## src/rtl/uart_cmd_master_pkg.sv

```systemverilog
// Shared definitions for the 4-byte UART command link: opcodes, frame size,
// FSM state encoding and the frame packing helper.
package uart_cmd_master_pkg;

  localparam int         CMD_FRAME_BYTES = 4;
  localparam logic       CMD_OP_READ     = 1'b0;
  localparam logic       CMD_OP_WRITE    = 1'b1;
  localparam logic [1:0] LAST_BYTE_IDX   = 2'(CMD_FRAME_BYTES - 1);

  typedef enum logic [2:0] {
    ST_IDLE      = 3'd0,
    ST_SEND      = 3'd1,
    ST_WAIT_DONE = 3'd2,
    ST_GAP       = 3'd3,
    ST_WAIT_RSP  = 3'd4
  } state_t;

  // Frame layout, first byte in the top lane: {op, addr, wdata_hi, wdata_lo}.
  // Read frames carry zero in the data bytes.
  function automatic logic [31:0] pack_frame(input logic op,
                                             input logic [7:0] addr,
                                             input logic [15:0] wdata);
    pack_frame = {7'b0, op, addr, (op == CMD_OP_READ) ? 16'h0000 : wdata};
  endfunction

endpackage

```

## src/rtl/uart_cmd_master_if.sv

```systemverilog
// Request, byte-transmitter, byte-receiver and response signals of the
// command master, bundled so the link can be passed around as one port.
interface uart_cmd_master_if;

  logic        cmd_valid;
  logic        cmd_ready;
  logic        cmd_write;
  logic [7:0]  cmd_addr;
  logic [15:0] cmd_wdata;
  logic        tx_dv;
  logic [7:0]  tx_byte;
  logic        tx_done;
  logic        rx_dv;
  logic [7:0]  rx_byte;
  logic        cmd_done;
  logic        rsp_valid;
  logic [7:0]  rsp_data;
  logic        rsp_timeout;
  logic        busy;

  modport master (
    input  cmd_valid, cmd_write, cmd_addr, cmd_wdata, tx_done, rx_dv, rx_byte,
    output cmd_ready, tx_dv, tx_byte, cmd_done, rsp_valid, rsp_data, rsp_timeout, busy
  );

  modport slave (
    output cmd_valid, cmd_write, cmd_addr, cmd_wdata, tx_done, rx_dv, rx_byte,
    input  cmd_ready, tx_dv, tx_byte, cmd_done, rsp_valid, rsp_data, rsp_timeout, busy
  );

endinterface

```

## src/rtl/uart_cmd_timeout.sv

```systemverilog
// Clear/enable counter that flags expiry on its LIMIT-th enabled cycle and
// then saturates. Shared with the board-side command decoder.
module uart_cmd_timeout #(
  parameter int LIMIT = 200000
) (
  input  logic clk,
  input  logic rst,
  input  logic clear,
  input  logic enable,
  output logic expired
);

  localparam int            CW   = $clog2(LIMIT + 1);
  localparam logic [CW-1:0] LAST = CW'(LIMIT - 1);

  logic [CW-1:0] count;

  // Count enabled cycles from zero, holding at the expiry value.
  always_ff @(posedge clk) begin
    if (rst || clear) begin
      count <= '0;
    end else if (enable && (count != LAST)) begin
      count <= count + CW'(1);
    end
  end

  assign expired = enable && (count == LAST);

endmodule

```

## src/rtl/uart_cmd_master.sv

```systemverilog
// Initiator end of the 4-byte UART command link: packs one request into a
// frame, feeds it byte-by-byte to a UART transmitter with an idle gap between
// bytes, and for reads waits for a single reply byte or a timeout.
module uart_cmd_master
  import uart_cmd_master_pkg::*;
#(
  parameter int GAP_CYCLES     = 16,
  parameter int TIMEOUT_CYCLES = 200000
) (
  input logic             clk,
  input logic             rst,
  uart_cmd_master_if.master bus
);

  localparam int            GW       = $clog2(GAP_CYCLES + 1);
  localparam logic [GW-1:0] GAP_LAST = GW'(GAP_CYCLES - 1);

  state_t        state;
  state_t        next_state;
  logic [31:0]   frame_sr;
  logic          op_q;
  logic [1:0]    byte_idx;
  logic [GW-1:0] gap_cnt;
  logic [7:0]    rsp_data_q;
  logic          rsp_valid_q;
  logic          rsp_expired;
  logic          byte_sent;
  logic          last_byte;

  assign byte_sent = (state == ST_WAIT_DONE) && bus.tx_done;
  assign last_byte = (byte_idx == LAST_BYTE_IDX);

  uart_cmd_timeout #(
    .LIMIT(TIMEOUT_CYCLES)
  ) u_timeout (
    .clk    (clk),
    .rst    (rst),
    .clear  (state != ST_WAIT_RSP),
    .enable (state == ST_WAIT_RSP),
    .expired(rsp_expired)
  );

  // State register; reset abandons any frame in flight.
  always_ff @(posedge clk) begin
    if (rst) begin
      state <= ST_IDLE;
    end else begin
      state <= next_state;
    end
  end

  // Walk the frame: one strobe per byte, wait for the transmitter, gap, repeat.
  always_comb begin
    next_state = state;
    case (state)
      ST_IDLE:      if (bus.cmd_valid) next_state = ST_SEND;
      ST_SEND:      next_state = ST_WAIT_DONE;
      ST_WAIT_DONE: if (bus.tx_done) begin
                      if (!last_byte)                next_state = ST_GAP;
                      else if (op_q == CMD_OP_WRITE) next_state = ST_IDLE;
                      else                           next_state = ST_WAIT_RSP;
                    end
      ST_GAP:       if (gap_cnt == GAP_LAST) next_state = ST_SEND;
      ST_WAIT_RSP:  if (bus.rx_dv || rsp_expired) next_state = ST_IDLE;
      default:      next_state = ST_IDLE;
    endcase
  end

  // Decoded strobes; a reply arriving on the expiry cycle suppresses the timeout.
  always_comb begin
    bus.cmd_ready   = (state == ST_IDLE);
    bus.busy        = (state != ST_IDLE);
    bus.tx_dv       = (state == ST_SEND);
    bus.cmd_done    = byte_sent && last_byte && (op_q == CMD_OP_WRITE);
    bus.rsp_timeout = rsp_expired && !bus.rx_dv;
  end

  // Frame shift register, byte index, gap timer and reply capture.
  always_ff @(posedge clk) begin
    if (rst) begin
      frame_sr    <= '0;
      op_q        <= CMD_OP_READ;
      byte_idx    <= '0;
      gap_cnt     <= '0;
      rsp_data_q  <= '0;
      rsp_valid_q <= 1'b0;
    end else begin
      rsp_valid_q <= 1'b0;
      if ((state == ST_IDLE) && bus.cmd_valid) begin
        frame_sr <= pack_frame(bus.cmd_write, bus.cmd_addr, bus.cmd_wdata);
        op_q     <= bus.cmd_write;
        byte_idx <= '0;
      end
      if (byte_sent) begin
        frame_sr <= {frame_sr[23:0], 8'h00};
        byte_idx <= byte_idx + 2'd1;
      end
      if (state == ST_GAP) begin
        gap_cnt <= gap_cnt + GW'(1);
      end else begin
        gap_cnt <= '0;
      end
      if (state == ST_WAIT_RSP) begin
        if (bus.rx_dv) begin
          rsp_data_q  <= bus.rx_byte;
          rsp_valid_q <= 1'b1;
        end else if (rsp_expired) begin
          rsp_data_q <= 8'h00;
        end
      end
    end
  end

  assign bus.tx_byte   = frame_sr[31:24];
  assign bus.rsp_data  = rsp_data_q;
  assign bus.rsp_valid = rsp_valid_q;

endmodule
```

## src/flat_wrapper.sv

```systemverilog
// flat-port wrapper written by rule: the top's interface ports become plain ports
module uart_cmd_master_flat import uart_cmd_master_pkg::*;
#(
  parameter int GAP_CYCLES     = 16,
  parameter int TIMEOUT_CYCLES = 200000
)
  (clk, rst, bus_cmd_valid, bus_cmd_write, bus_cmd_addr, bus_cmd_wdata, bus_tx_done, bus_rx_dv, bus_rx_byte, bus_cmd_ready, bus_tx_dv, bus_tx_byte, bus_cmd_done, bus_rsp_valid, bus_rsp_data, bus_rsp_timeout, bus_busy);
  uart_cmd_master_if bus_i ();
  input logic clk;
  input logic rst;
  input wire logic [$bits(bus_i.cmd_valid)-1:0] bus_cmd_valid;
  input wire logic [$bits(bus_i.cmd_write)-1:0] bus_cmd_write;
  input wire logic [$bits(bus_i.cmd_addr)-1:0] bus_cmd_addr;
  input wire logic [$bits(bus_i.cmd_wdata)-1:0] bus_cmd_wdata;
  input wire logic [$bits(bus_i.tx_done)-1:0] bus_tx_done;
  input wire logic [$bits(bus_i.rx_dv)-1:0] bus_rx_dv;
  input wire logic [$bits(bus_i.rx_byte)-1:0] bus_rx_byte;
  output wire logic [$bits(bus_i.cmd_ready)-1:0] bus_cmd_ready;
  output wire logic [$bits(bus_i.tx_dv)-1:0] bus_tx_dv;
  output wire logic [$bits(bus_i.tx_byte)-1:0] bus_tx_byte;
  output wire logic [$bits(bus_i.cmd_done)-1:0] bus_cmd_done;
  output wire logic [$bits(bus_i.rsp_valid)-1:0] bus_rsp_valid;
  output wire logic [$bits(bus_i.rsp_data)-1:0] bus_rsp_data;
  output wire logic [$bits(bus_i.rsp_timeout)-1:0] bus_rsp_timeout;
  output wire logic [$bits(bus_i.busy)-1:0] bus_busy;
  assign bus_i.cmd_valid = bus_cmd_valid;
  assign bus_i.cmd_write = bus_cmd_write;
  assign bus_i.cmd_addr = bus_cmd_addr;
  assign bus_i.cmd_wdata = bus_cmd_wdata;
  assign bus_i.tx_done = bus_tx_done;
  assign bus_i.rx_dv = bus_rx_dv;
  assign bus_i.rx_byte = bus_rx_byte;
  assign bus_cmd_ready = bus_i.cmd_ready;
  assign bus_tx_dv = bus_i.tx_dv;
  assign bus_tx_byte = bus_i.tx_byte;
  assign bus_cmd_done = bus_i.cmd_done;
  assign bus_rsp_valid = bus_i.rsp_valid;
  assign bus_rsp_data = bus_i.rsp_data;
  assign bus_rsp_timeout = bus_i.rsp_timeout;
  assign bus_busy = bus_i.busy;
  uart_cmd_master #(.GAP_CYCLES(GAP_CYCLES), .TIMEOUT_CYCLES(TIMEOUT_CYCLES)) u_core (.clk(clk), .rst(rst), .bus(bus_i));
endmodule
```

## config.mk

```make
export PLATFORM = sky130hd
export DESIGN_NAME = uart_cmd_master_flat
export DESIGN_NICKNAME = d
export VERILOG_FILES = /design/src/rtl/uart_cmd_master_pkg.sv /design/src/rtl/uart_cmd_master_if.sv /design/src/rtl/uart_cmd_timeout.sv /design/src/rtl/uart_cmd_master.sv /design/src/flat_wrapper.sv
export SDC_FILE = /design/constraint.sdc
export NUM_CORES = 1
export LEC_CHECK = 0
export ABC_AREA = 1
export BUFFER_PORTS_ARGS = -buffer_cell sky130_fd_sc_hd__buf_2
export CORE_ASPECT_RATIO = 1.4
export CORE_MARGIN = 2
export CORE_UTILIZATION = 55
export DETAILED_ROUTE_END_ITERATION = 10
export PLACE_DENSITY_LB_ADDON = 0.12
export RECOVER_POWER = 25
export SYNTH_ARGS = -nofsm -noshare
export SYNTH_HDL_FRONTEND = slang
export SYNTH_SLANG_ARGS = --single-unit
export TNS_END_PERCENT = 10
```

## constraint.sdc

```tcl
create_clock -name clk -period 2 [get_ports clk]
set_input_delay 0.3 -clock clk [delete_from_list [all_inputs] [get_ports clk]]
set_output_delay 0.3 -clock clk [all_outputs]
set_load 0.005 [all_outputs]
```

# Yosys cells after proc, flatten, opt, wreduce, memory -nomap -nowiden

Index checks and enable logic that the tools add are counted.

Output and inout port bits: 22
Input bits: 38
Register bits after elaboration: 70

Equality and inequality tests: 13
Reduce and logical (&&, ||, !) cells: 19
Bitwise operators: 2
Mux-type cells: 15
Add/subtract/negate cells: 3

Operators by type and width:

| kind                                                                     | number |
|---|---|
| 32-bit 2-to-1 mux                                                        | 2 |
| 18-bit by 1-bit adder with 18-bit output (second input constant)         | 1 |
| 18-bit equality test (second input constant)                             | 1 |
| 3-bit 2-to-1 mux                                                         | 6 |
| 18-bit inequality test (second input constant)                           | 1 |
| 16-bit 2-to-1 mux                                                        | 1 |
| 8-bit 2-to-1 mux                                                         | 2 |
| 3-bit one-hot mux with 5 select lines                                    | 1 |
| 1-bit logical AND                                                        | 7 |
| 3-bit by 2-bit equality test with 1-bit output (second input constant)   | 2 |
| 2-bit OR reduction                                                       | 3 |
| 5-bit by 1-bit adder with 5-bit output (second input constant)           | 1 |
| 5-bit by 4-bit equality test with 1-bit output (second input constant)   | 1 |
| 2-bit 2-to-1 mux                                                         | 2 |
| 2-bit by 1-bit inequality test with 1-bit output (second input constant) | 2 |
| 2-bit inequality test (second input constant)                            | 2 |
| 4-bit AND reduction                                                      | 1 |
| 2-bit nonzero test                                                       | 2 |
| 3-bit by 1-bit equality test with 1-bit output (second input constant)   | 1 |
| 3-bit equality test (second input constant)                              | 1 |
| 3-bit zero test                                                          | 1 |
| 3-bit inequality test (second input constant)                            | 1 |
| 3-bit nonzero test                                                       | 1 |
| 2-bit by 1-bit adder with 2-bit output (second input constant)           | 1 |
| 6 further kinds                                                          | 8 |

# Depth between registers and ports, before layout

Depth in word-level cells: 5
Gate-level depth with buffers: 11
Mapped depth without buffers: 9

# Modules after synthesis

A second synthesis with hierarchy kept.

Cells, all modules: 487
Area, all modules: 3379.5 µm²

Modules (own cells, without submodules):

| module           | sequential area each (µm²) | instances | cells each | area each (µm²) |
|---|---|---|---|---|
| uart_cmd_master  | 1041.0                     | 1         | 331        | 2324.7 |
| uart_cmd_timeout | 360.3                      | 1         | 156        | 1054.8 |

# Least setup slack after synthesis

Ideal clock, no wire load.

Kind: reg-to-reg
Start: register u_core.u_timeout.count[0]
End: register u_core.rsp_data_q[2] (netlist: u_core.bus.rsp_data[2])
Arrival: 1.493 ns
Library setup time: 0.132 ns
Cell stages (with the launch flop): 7
Data required time: 1.868 ns
Slack: 0.375 ns
Clock period less this slack: 1.625 ns
Buffers on the path: 0
Path through: dfxtp_1 -> ha_1 -> nand3_1 -> nor2_1 -> nand4_1 -> nand3_1 -> a21oi_1

Word-level cells in the longest chain between the ends: 4

RTL lines:

| item                          | line                   | source |
|---|---|---|
| from (decl)                   | uart_cmd_timeout.sv:16 | `logic [CW-1:0] count;` |
| from (signal assigned)        | uart_cmd_timeout.sv:23 | `count <= count + CW'(1);` |
| 18-bit equality test          | uart_cmd_timeout.sv:27 | `assign expired = enable && (count == LAST);` |
| 1-bit logical AND             | uart_cmd_timeout.sv:27 |  |
| 2-bit nonzero test (no line)  | --                     |  |
| 2-bit AND reduction (no line) | --                     |  |
| to (signal assigned)          | uart_cmd_master.sv:105 | `rsp_data_q <= bus.rx_byte;` |
| to (decl)                     | uart_cmd_master.sv:24  | `logic [7:0] rsp_data_q;` |

No other way between the ends.
A chain may end at the register's enable or synchronous reset.

# Final worst setup path

Start: register u_core.state[0]
End: output bus_cmd_done

Word-level cells in the longest chain between the ends: 4

RTL lines:

| item                                           | line                  | source |
|---|---|---|
| from (decl)                                    | uart_cmd_master.sv:18 | `state_t state;` |
| from (signal assigned)                         | uart_cmd_master.sv:48 | `state <= next_state;` |
| 3-bit by 2-bit equality test with 1-bit output | uart_cmd_master.sv:30 | `assign byte_sent = (state == ST_WAIT_DONE) && bus.tx_done;` |
| 1-bit logical AND                              | uart_cmd_master.sv:30 |  |
| 1-bit logical AND (2 in series)                | uart_cmd_master.sv:74 | `bus.cmd_done = byte_sent && last_byte && (op_q == CMD_OP_WRITE);` |
| to (decl)                                      | flat_wrapper.sv:21    | `output wire logic [$bits(bus_i.cmd_done)-1:0] bus_cmd_done;` |

No other way between the ends.

==> metrics.txt <==
status finished clean; Mean Syn Cell Area 7.26 sq um; Post-Syn Area 3310 sq um; hold path depth 2; PortBufs 59; area grow syn2layout 14.7%; pwr/cell area 975 nW/um^2; R2R setup slack 350 ps; min-delay src rst; GP Congestion 0.998; clock transition at the registers of the reported paths 70 ps; total core area 5820 sq um; initial antenna violation count 0; Synth top area share 0.423; initial DRC count 163; CP bufs+invs 2; number of CTS-inserted buffers 9; HPWL after detailed placement 5060 microns; Post-DRT Antenna Nets 0; clock buffer depth 2; largest stage delay on the critical path 390 ps; max cap viols 0; r2r worst-path depth 7; share of layout cells above drive strength 1 0.182; fmax 0.528 GHz; first-pass GRT wire length 12000 microns; GRT Overall Usage 0.223; vias per cell 5.20; Simple-Gate Fraction of Synth Area 0.324; Nets 554; Initial Utilization 0.569; Max-slew headroom 0.744; DR WL/cell 12.0 microns; total congestion overflow 0; CTS root buffer clkbuf_8; skew final 7.41 ps; # IOs 60; mux share of post-synthesis cell area 0; Synth area leaders dfxtp_1, nand2_1, a21oi_1, nor2_1, nand3_1; die width 69.6 microns; RSZ-0062 raised after global routing false; CP max-delay cell dfxtp_1; leading area contributor after synthesis dfxtp_1; Post-Synth XOR/XNOR Area 0.0291; Via Count 3053; post-synthesis cell type count 33; Data arrival, critical path 1590 ps; Final Critical Period 1890 ps; worst skew pair latency 350 ps; CP Class reg2out; Tcrit/Tclk final 0.947; final hold violation count 0; beginning of the worst register-to-register path u_core.u_timeout.count[1]; synth warn 0; vias in the first global route 2850; post-synthesis compound-gate area fraction 0.117; largest net degree at the start of global routing 36; Max Slew Vio Count 0; CTS Sinks 70; Pleak 1.36 nW; setup TNS 0 ps; die area 6660 sq um; end of the worst hold path u_core.state[1]; worst-path cell chain nor2_2, nand2_2, nor2_4, inv_2, nor3_1, buf_2; row count 33; DR pass1 iterations 5; CTS Hold Buffers Added 0; Hold WC Path Type in2reg; number of diodes 0; final setup margin 106 ps; crit-path leading delay family simple AND/OR/NAND/NOR gates; crit end category primary output; H-tree levels 3; setup violators final 0; cell count after synthesis 456; Least-Margin Pin Slew 380 ps; worst reg2reg endpoint u_core.bus.rsp_data[7]; Die Y 95.8 microns; DR DRC count 0; largest family of logic cells by synthesized area simple AND/OR/NAND/NOR gates; Peak VDD IR 691 uV; startpoint types flip-flop; total routed wirelength 7030 microns; sequential area share after synthesis 0.423; adder-cell share of the synthesized area 0.0151; CTS tree built; Crit path required time 1700 ps; critical path peak fanout 6; Net Count, Synth 498; Setup WS pre-CTS 127 ps; synthesized flop and latch total 70
[how the worst max path moves through the flow]
stage                                    from                      to  slack, ps  cells past startpoint
floorplan           u_core.u_timeout.count[0]  u_core.bus.rsp_data[2]        370                      6
detailed placement  u_core.u_timeout.count[0]  u_core.bus.rsp_data[6]        130                      6
finish                        u_core.state[0]            bus_cmd_done        110                      6
global placement    u_core.u_timeout.count[0]  u_core.bus.rsp_data[0]        200                      6
global route        u_core.u_timeout.count[0]         bus_rsp_timeout          3                      6
CTS                 u_core.u_timeout.count[0]         bus_rsp_timeout         20                      6
[timing repair]
action,in CTS,in global routing
pin swaps,1,0
setup endpoints to repair,1,3
resized for setup,3,4
setup buffers,1,0
[per-stage QoR]
step / power, W / hold WS [ps] / instances / utilization / area, sq um
floorplan: 0.00242 / 418 / 456 / - / 3310
global placement: 0.00255 / 429 / 570 / 0.613 / 3570
detailed placement: 0.00257 / 443 / 570 / 0.613 / 3570
CTS: 0.00374 / 162 / 587 / 0.651 / 3790
global route: 0.00391 / 167 / 587 / 0.652 / 3800
finish: 0.00370 / 174 / 587 / 0.652 / 3800
[cell usage in the layout, fill, tap and decap left out, types with 2 or more instances in the layout]
master and instances:
nor2_1 36, buf_2 45, ha_1 3, inv_4 2, nor2_4 2, o21ai_0 2
nor2_2 3, nor3_1 4, nand3_1 25, xor2_1 7, buf_4 8, xnor2_1 4
inv_2 3, dfxtp_1 69, nand2_2 3, nand2_1 162, nand4_1 6, clkbuf_1 14
clkbuf_8 10, clkinv_2 2, nand2_4 3, inv_1 23, inv_6 3, o22ai_1 2
a31oi_1 17, a21oi_1 47
[layout make-up]
class                           count  area (sq um)
Clock buffer                       10           138
Clock inverter                      6          68.8
Multi-Input combinational cell    334          1640
Tap cell                           70          87.6
Inverter                           30           124
Timing Repair Buffer               67           338
Fill cell                         544          2030
Sequential cell                    70          1400
[synth_stat cells]
| cell type | n |
|---|---|
| buf_6 | 6 |
| nor2_4 | 1 |
| a21oi_1 | 47 |
| nand4_1 | 6 |
| nand2_8 | 1 |
| ha_1 | 4 |
| nor3_2 | 1 |
| nor3_4 | 1 |
| inv_4 | 2 |
| clkbuf_1 | 4 |
| clkinv_2 | 1 |
| inv_1 | 23 |
| nor3b_1 | 1 |
| inv_6 | 1 |
| buf_2 | 3 |
| xor2_1 | 7 |
| buf_12 | 1 |
| a21oi_4 | 1 |
| nand3_1 | 26 |
| nand2_2 | 4 |
| nand2_4 | 3 |
| dfxtp_1 | 70 |
| nor3_1 | 4 |
| o22ai_1 | 2 |
| xnor2_1 | 4 |
| nor2_2 | 3 |
| nand2_1 | 161 |
| o21bai_1 | 1 |
| buf_4 | 8 |
| inv_2 | 3 |
| nor2_1 | 37 |
| o21ai_0 | 2 |
| a31oi_1 | 17 |
[sequential cells by signal (all words and copies together) (netlist names)]
register	cells
u_core.state	3
u_core.frame_sr	32
u_core.bus.rsp_data	8
u_core.byte_idx	2
u_core.bus.rsp_valid	1
u_core.u_timeout.count	18
u_core.op_q	1
u_core.gap_cnt	5
[routing by layer]
layer,track usage,share of wire,vias to the layer above
li1,-,-,1588
met1,0.242,0.42,1374
met2,0.402,0.52,75
met3,0.0576,0.046,16
met4,0.109,0.022,0
met5,0,0,-
[power breakdown]
| group | switching (W) | internal, W | leakage, nW |
|---|---|---|---|
| Clock | 0.000557 | 0.000618 | 0.103 |
| Combinational | 0.000595 | 0.000305 | 0.694 |
| Sequential | 0.0000967 | 0.00153 | 0.567 |
[cell families (layout without fill, tap and decap cells)]
logic type      Yosys count  count (layout)
simple gates            249             249
compound gates           70              70
flops                    70              70
buf+inv                  52             113
xor+xnor                 11              11
fa+ha+maj                 4               4
Note: power is estimated with default switching activity, not from simulation.
